`src/rtl/sparse_index_sched_pkg.sv`:
```
// rtl/sparse_index_sched_pkg.sv - shared types and helpers for the sparse index scheduler
package sparse_pkg;

   localparam int SP_DATA_WIDTH  = 16;
   localparam int SP_INDEX_WIDTH = 4;

   // Bitmap and index types shared with the PE address generator
   typedef logic [SP_DATA_WIDTH-1:0]  sp_bmp_t;
   typedef logic [SP_INDEX_WIDTH-1:0] sp_idx_t;
   typedef logic [SP_INDEX_WIDTH:0]   sp_cnt_t;

   typedef enum logic [1:0] {
      ST_IDLE = 2'd0,
      ST_SCAN = 2'd1,
      ST_DONE = 2'd2
   } sp_state_t;

   // Ceiling log2, used at elaboration to validate index width against bitmap width
   function automatic int clog2(input int value);
      int r;
      int v;
      r = 0;
      v = value - 1;
      while (v > 0) begin
         r++;
         v = v >> 1;
      end
      return r;
   endfunction

endpackage

```
`src/rtl/sparse_index_sched_if.sv`:
```
// rtl/sparse_index_sched_if.sv - bitmap-in / index-out handshake bundle
interface sparse_index_sched_if #(
   parameter int DATA_WIDTH  = 16,
   parameter int INDEX_WIDTH = 4
);
   logic                   flush;
   logic                   and_mode;
   logic                   bmp_valid;
   logic                   bmp_ready;
   logic [DATA_WIDTH-1:0]  act_bmp;
   logic [DATA_WIDTH-1:0]  wei_bmp;
   logic                   idx_valid;
   logic                   idx_ready;
   logic [INDEX_WIDTH-1:0] idx;
   logic                   idx_last;
   logic                   row_done;
   logic [INDEX_WIDTH:0]   row_nnz;

   // Row controller / consumer side
   modport master (
      output flush, and_mode, bmp_valid, act_bmp, wei_bmp, idx_ready,
      input  bmp_ready, idx_valid, idx, idx_last, row_done, row_nnz
   );

   // Scheduler side
   modport slave (
      input  flush, and_mode, bmp_valid, act_bmp, wei_bmp, idx_ready,
      output bmp_ready, idx_valid, idx, idx_last, row_done, row_nnz
   );
endinterface

```
`src/rtl/sparse_index_sched_lowest_one_enc.sv`:
```
// rtl/sparse_index_sched_lowest_one_enc.sv - lowest-set-bit encoder with single-bit flag
module lowest_one_enc #(
   parameter int DATA_WIDTH  = 16,
   parameter int INDEX_WIDTH = 4
) (
   input  logic [DATA_WIDTH-1:0]  vec,
   output logic [INDEX_WIDTH-1:0] idx,
   output logic                   one_hot
);

   logic [DATA_WIDTH-1:0] iso;

   // Isolate lowest one (vec & -vec) and OR-encode its position; flag exactly one set bit
   always_comb begin
      iso     = vec & (~vec + {{(DATA_WIDTH-1){1'b0}}, 1'b1});
      idx     = '0;
      for (int i = 0; i < DATA_WIDTH; i++) begin
         if (iso[i]) begin
            idx = idx | INDEX_WIDTH'(i);
         end
      end
      one_hot = (vec != '0) && ((vec & (vec - {{(DATA_WIDTH-1){1'b0}}, 1'b1})) == '0);
   end

endmodule

```
`src/rtl/sparse_index_sched.sv`:
```
// rtl/sparse_index_sched.sv - walks a sparsity bitmap row and emits nonzero positions
module sparse_index_sched
   import sparse_pkg::*;
#(
   parameter int DATA_WIDTH  = SP_DATA_WIDTH,
   parameter int INDEX_WIDTH = SP_INDEX_WIDTH
) (
   input  logic             clk,
   input  logic             reset,
   sparse_index_sched_if.slave bus
);

   if (INDEX_WIDTH < clog2(DATA_WIDTH)) begin : g_bad_width
      $error("INDEX_WIDTH too small for DATA_WIDTH");
   end

   sp_state_t              state_q, state_d;
   logic [DATA_WIDTH-1:0]  rem_q, rem_d;
   logic [INDEX_WIDTH:0]   nnz_q, nnz_d;

   logic                   bmp_ready_q, bmp_ready_d;
   logic                   idx_valid_q, idx_valid_d;
   logic [INDEX_WIDTH-1:0] idx_q, idx_d;
   logic                   idx_last_q, idx_last_d;
   logic                   row_done_q, row_done_d;
   logic [INDEX_WIDTH:0]   row_nnz_q, row_nnz_d;

   logic [DATA_WIDTH-1:0]  load_bmp;
   logic [INDEX_WIDTH-1:0] enc_idx;
   logic                   enc_one_hot;

   // Encoder looks at the next remainder so idx/idx_last can be registered
   lowest_one_enc #(
      .DATA_WIDTH  (DATA_WIDTH),
      .INDEX_WIDTH (INDEX_WIDTH)
   ) u_enc (
      .vec     (rem_d),
      .idx     (enc_idx),
      .one_hot (enc_one_hot)
   );

   // Next-state, remainder/count update and next-output decode
   always_comb begin
      state_d  = state_q;
      rem_d    = rem_q;
      nnz_d    = nnz_q;
      load_bmp = bus.and_mode ? (bus.act_bmp & bus.wei_bmp) : bus.act_bmp;

      case (state_q)
         ST_IDLE: begin
            if (bus.bmp_valid) begin
               rem_d   = load_bmp;
               nnz_d   = '0;
               state_d = (load_bmp != '0) ? ST_SCAN : ST_DONE;
            end
         end
         ST_SCAN: begin
            if (bus.idx_ready) begin
               // Clear the emitted bit in place; positions stay absolute
               rem_d = rem_q & (rem_q - {{(DATA_WIDTH-1){1'b0}}, 1'b1});
               nnz_d = nnz_q + 1'b1;
               if (idx_last_q) begin
                  state_d = ST_DONE;
               end
            end
         end
         ST_DONE: begin
            state_d = ST_IDLE;
         end
         default: begin
            state_d = ST_IDLE;
         end
      endcase

      // Abort wins over any handshake in the same cycle
      if (bus.flush) begin
         state_d = ST_IDLE;
         rem_d   = '0;
         nnz_d   = '0;
      end

      bmp_ready_d = (state_d == ST_IDLE);
      idx_valid_d = (state_d == ST_SCAN);
      idx_d       = (state_d == ST_SCAN) ? enc_idx : '0;
      idx_last_d  = (state_d == ST_SCAN) ? enc_one_hot : 1'b0;
      row_done_d  = (state_d == ST_DONE);
      row_nnz_d   = (state_d == ST_DONE) ? nnz_d : '0;
   end

   // FSM state, datapath and registered outputs
   always_ff @(posedge clk) begin
      if (reset) begin
         state_q     <= ST_IDLE;
         rem_q       <= '0;
         nnz_q       <= '0;
         bmp_ready_q <= 1'b1;
         idx_valid_q <= 1'b0;
         idx_q       <= '0;
         idx_last_q  <= 1'b0;
         row_done_q  <= 1'b0;
         row_nnz_q   <= '0;
      end else begin
         state_q     <= state_d;
         rem_q       <= rem_d;
         nnz_q       <= nnz_d;
         bmp_ready_q <= bmp_ready_d;
         idx_valid_q <= idx_valid_d;
         idx_q       <= idx_d;
         idx_last_q  <= idx_last_d;
         row_done_q  <= row_done_d;
         row_nnz_q   <= row_nnz_d;
      end
   end

   assign bus.bmp_ready = bmp_ready_q;
   assign bus.idx_valid = idx_valid_q;
   assign bus.idx       = idx_q;
   assign bus.idx_last  = idx_last_q;
   assign bus.row_done  = row_done_q;
   assign bus.row_nnz   = row_nnz_q;

endmodule

```
`src/flat_wrapper.sv`:
```
// flat-port wrapper written by rule: the top's interface ports become plain ports
module sparse_index_sched_flat import sparse_pkg::*;
#(
   parameter int DATA_WIDTH  = SP_DATA_WIDTH,
   parameter int INDEX_WIDTH = SP_INDEX_WIDTH
)
  (clk, reset, bus_flush, bus_and_mode, bus_bmp_valid, bus_act_bmp, bus_wei_bmp, bus_idx_ready, bus_bmp_ready, bus_idx_valid, bus_idx, bus_idx_last, bus_row_done, bus_row_nnz);
  sparse_index_sched_if #(.DATA_WIDTH(DATA_WIDTH), .INDEX_WIDTH(INDEX_WIDTH)) bus_i ();
  input  logic clk;
  input  logic reset;
  input wire logic [$bits(bus_i.flush)-1:0] bus_flush;
  input wire logic [$bits(bus_i.and_mode)-1:0] bus_and_mode;
  input wire logic [$bits(bus_i.bmp_valid)-1:0] bus_bmp_valid;
  input wire logic [$bits(bus_i.act_bmp)-1:0] bus_act_bmp;
  input wire logic [$bits(bus_i.wei_bmp)-1:0] bus_wei_bmp;
  input wire logic [$bits(bus_i.idx_ready)-1:0] bus_idx_ready;
  output wire logic [$bits(bus_i.bmp_ready)-1:0] bus_bmp_ready;
  output wire logic [$bits(bus_i.idx_valid)-1:0] bus_idx_valid;
  output wire logic [$bits(bus_i.idx)-1:0] bus_idx;
  output wire logic [$bits(bus_i.idx_last)-1:0] bus_idx_last;
  output wire logic [$bits(bus_i.row_done)-1:0] bus_row_done;
  output wire logic [$bits(bus_i.row_nnz)-1:0] bus_row_nnz;
  assign bus_i.flush = bus_flush;
  assign bus_i.and_mode = bus_and_mode;
  assign bus_i.bmp_valid = bus_bmp_valid;
  assign bus_i.act_bmp = bus_act_bmp;
  assign bus_i.wei_bmp = bus_wei_bmp;
  assign bus_i.idx_ready = bus_idx_ready;
  assign bus_bmp_ready = bus_i.bmp_ready;
  assign bus_idx_valid = bus_i.idx_valid;
  assign bus_idx = bus_i.idx;
  assign bus_idx_last = bus_i.idx_last;
  assign bus_row_done = bus_i.row_done;
  assign bus_row_nnz = bus_i.row_nnz;
  sparse_index_sched #(.DATA_WIDTH(DATA_WIDTH), .INDEX_WIDTH(INDEX_WIDTH)) u_core (.clk(clk), .reset(reset), .bus(bus_i));
endmodule
```
`config.mk`:
```
export PLATFORM = sky130hd
export DESIGN_NAME = sparse_index_sched_flat
export DESIGN_NICKNAME = d
export VERILOG_FILES = /design/src/rtl/sparse_index_sched_pkg.sv /design/src/rtl/sparse_index_sched_if.sv /design/src/rtl/sparse_index_sched_lowest_one_enc.sv /design/src/rtl/sparse_index_sched.sv /design/src/flat_wrapper.sv
export SDC_FILE = /design/constraint.sdc
export NUM_CORES = 1
export LEC_CHECK = 0
export BUFFER_PORTS_ARGS = -buffer_cell sky130_fd_sc_hd__buf_2
export CAP_MARGIN = 20
export CORE_MARGIN = 4
export CORE_UTILIZATION = 55
export CTS_CLUSTER_SIZE = 8
export DETAILED_ROUTE_END_ITERATION = 6
export GPL_TIMING_DRIVEN = 1
export PLACE_DENSITY = 0.81
export SKIP_LAST_GASP = 1
export SLEW_MARGIN = 20
export SYNTH_ARGS = -nofsm -noshare
export SYNTH_HDL_FRONTEND = slang
export SYNTH_SLANG_ARGS = --single-unit
```
`constraint.sdc`:
```
create_clock -name clk -period 5.8 [get_ports clk]
set_clock_uncertainty 0.15 [all_clocks]
set_input_delay 0.87 -clock clk [delete_from_list [all_inputs] [get_ports clk]]
set_output_delay 0.87 -clock clk [all_outputs]
set_load 0.02 [all_outputs]
```
==> metrics.cfg <==
[cts]
cts_resized = 0
path_clk_slew_ps = 80
postCtsHoldBufs = 0
clock_latency_ps = 290
ctsLongestPathBuffers = 2
numCtsBuffers = 5
cts_setup_buffers = 0
clockRootBuffer = clkbuf_8
htreeDepth = 2
cts_tree = yes
cts.sinks = 36

[setup_path]
required_ps = 5870
cpPeakStageDelay_ps = 610
cp_slowest_cell = or3b_1
cp_top_family = simple AND/OR/NAND/NOR gates
crit_chain = buf_2 -> or3b_1 -> o311ai_0 -> o211ai_1 -> or3_1 -> nor4_4 -> nand4_1 -> or2_0 -> a211oi_2
path_buf_inv = 1
crit_path_start_kind = input pin
worstSetupPathType = in2reg
worstPathMaxFanout = 17
crit_arrival_ps = 3560
crit_path_end_kind = flip-flop

[cells_and_area]
syn_to_final_growth_pct = 16.9
nets = 349
final_layout_size_suffix_gt1_share_pct = 24.1
n_antenna_cell = 0

[drt]
viasPerCell = 6.47
drtIter0Drc = 157
vias = 2322
wire_per_inst_um = 17.3
firstDrtPassIters = 5
wirelength_um = 6210
antenna_left = 0
drc = 0

[sta]
drv_slew = 0
fmax_mhz = 286
grt_setup_unrepaired = no
fin_tns_setup_ps = 0
fin_crit_sh_pct = 60.2
setup_violations = 0
hold_ws_ps = 469
worst_pin_slew_ps = 583
maxSlewHeadroom_pct = 61.1
period_needed_ps = 3490
hold_viol_final = 0

[logic_synthesis]
yosysSeqAreaShare_pct = 33.0
synth_area_per_cell_um2 = 8.22
synth_seq_cells = 36
synth-async-reset-ratio_pct = 0
syn_nets = 305
synth_edf_count = 0
syn_inst = 266
yosysUniqueCellTypes = 72
syn_area_um2 = 2190
ys_warn_count = 0
dominantRegCellSynth = dfxtp_1

[global_route]
grt_use_total_pct = 24.8
grt_first_pass_wirelength_um = 10000
grt_pass1_vias = 2141
grt_start_max_net_pins = 31
antenna_found_initial = 0
grt-ovfl-total = 0

[pwr]
peakVddDrop_uv = 179
power_frac_comb_pct = 20.6
seq_power_share_pct = 42.2
p_int_uw = 432
leakagePower_uw = 0.00106
power.switching_uw = 183
power_density_nw_per_um2 = 241
clkPwrFrac_pct = 37.2
swShare_pct = 29.8

[die]
die_h_um = 71.0
start_util_pct = 58.4
die_w_um = 71.0
dieArea_um2 = 5050
pin_count = 51
row_count = 22
coreArea_um2 = 3740

[flow_run]
cap_violations = 0

[placed_design]
portBuffers = 50
place.gp.congestion = 0.960
dp_hpwl_um = 4600

[status]
status = complete, no violations

[worst_hold_path]
hold_path_class = reg2reg

-- stage by stage --
| step | total power (µW) | utilization, % | cells | setup WS, ps | cell area (µm²) |
|---|---|---|---|---|---|
| floorplan | 350 | - | 266 | 2580 | 2190 |
| global route | 642 | 68.3 | 359 | 2180 | 2560 |
| global placement | 386 | 65.2 | 351 | 2180 | 2440 |
| detailed placement | 388 | 65.2 | 351 | 2090 | 2440 |
| finish | 615 | 68.3 | 359 | 2310 | 2560 |
| CTS | 615 | 68.3 | 359 | 2380 | 2560 |
-- cell type report --
class                   count  area [µm²]
well taps                  48        60.1
flip-flops and latches     36         721
fillers                   316        1190
inverters                   6        22.5
multi-input cells         210        1380
clock inverters             3        46.3
repair buffers             51         258
clock buffers               5        68.8
-- path summary, 6_finish.rpt --
check	from	endpoint	slack [ps]	depth (start not counted)
worst min-delay path	u_core.rem_q[15]	u_core.rem_q[15]	470	4
worst min register to register	u_core.rem_q[15]	u_core.rem_q[15]	470	4
worst max-delay path	bus_bmp_valid	u_core.bus.idx_last	2310	9
worst max register to register	u_core.state_q[1]	u_core.bus.idx_last	2480	8
-- routing by layer --
| layer | global-route usage, % | routed length (µm) |
|---|---|---|
| met1 | 33.4 | 2780 |
| met2 | 37.1 | 2670 |
| met3 | 5.97 | 637 |
| met4 | 11.9 | 119 |
| met5 | 0 | 0 |
-- cell usage after synthesis (5+ instances only) --
library cell,instances,share of area [%]
a21o_1,6,2.1
a21oi_1,9,2.1
and2_1,5,1.4
clkbuf_1,8,1.4
dfxtp_1,36,33
nand2_1,20,3.4
nand2b_1,5,1.4
nand3_1,5,1.1
nand4_1,5,1.4
nor2_1,32,5.5
nor3_1,11,2.5
nor4_1,6,1.7
o211ai_1,13,4.5
o21ai_0,14,3.2
-- power groups by stage --
stage               Combinational, µW  Sequential [µW]  Clock [µW]
finish                            126              260         229
global route                      138              261         243
CTS                               124              260         232
detailed placement                123              265           0
global placement                  121              265           0
floorplan                        83.6              267           0
-- worst register-to-register path, delay by kind of cell, from the launching register on --
family,cells,cell delay (ps)
and+or+nand+nor,5,2030
DFF,1,440
AOI/OAI and AO/OA,3,630
-- logic make-up (layout without fill, tap and decap cells) --
kind of cell,after synthesis,after routing,share of synthesized area (%)
flip-flops,36,36,33.0
adder cells (fa/ha/maj),1,1,0.572
AND/OR/NAND/NOR,118,118,30.3
buffers and inverters,20,65,4.12
AO/OA/AOI/OAI,89,89,31.1
multiplexers,2,2,0.916
-- cells in the final DEF, fill, tap and decap left out, types with 2 or more instances in the layout --
master / synthesis / final
nor2_1: 32 / 32
o2111ai_1: 2 / 2
o21ai_0: 14 / 14
or3_1: 4 / 4
nand2b_1: 5 / 5
o21ai_1: 2 / 2
a22oi_1: 3 / 3
a31oi_1: 4 / 4
or3b_1: 2 / 2
dfxtp_1: 36 / 36
and2_1: 5 / 5
o21bai_1: 3 / 3
or4b_1: 3 / 3
nand2_1: 20 / 20
nand3_1: 5 / 5
o32a_1: 2 / 2
a21o_1: 6 / 6
a21oi_1: 9 / 9
mux2i_1: 2 / 2
nand4_1: 5 / 5
clkbuf_8: 0 / 5
inv_1: 4 / 4
nor4b_1: 2 / 2
buf_2: 3 / 50
a211oi_1: 3 / 3
nor4_1: 6 / 6
nor2b_1: 4 / 4
a211o_1: 4 / 4
a22o_1: 3 / 3
o211ai_1: 13 / 13
nor3_1: 11 / 11
-- flip-flops by register name (all words and copies together), names as in the netlist --
register	flops
u_core.bus.idx	4
u_core.bus.row_done	1
u_core.state_q	2
u_core.bus.bmp_ready	1
u_core.rem_q	16
u_core.bus.row_nnz	5
u_core.bus.idx_last	1
u_core.bus.idx_valid	1
u_core.nnz_q	5
No activity file was read; power rests on OpenSTA's default activity.
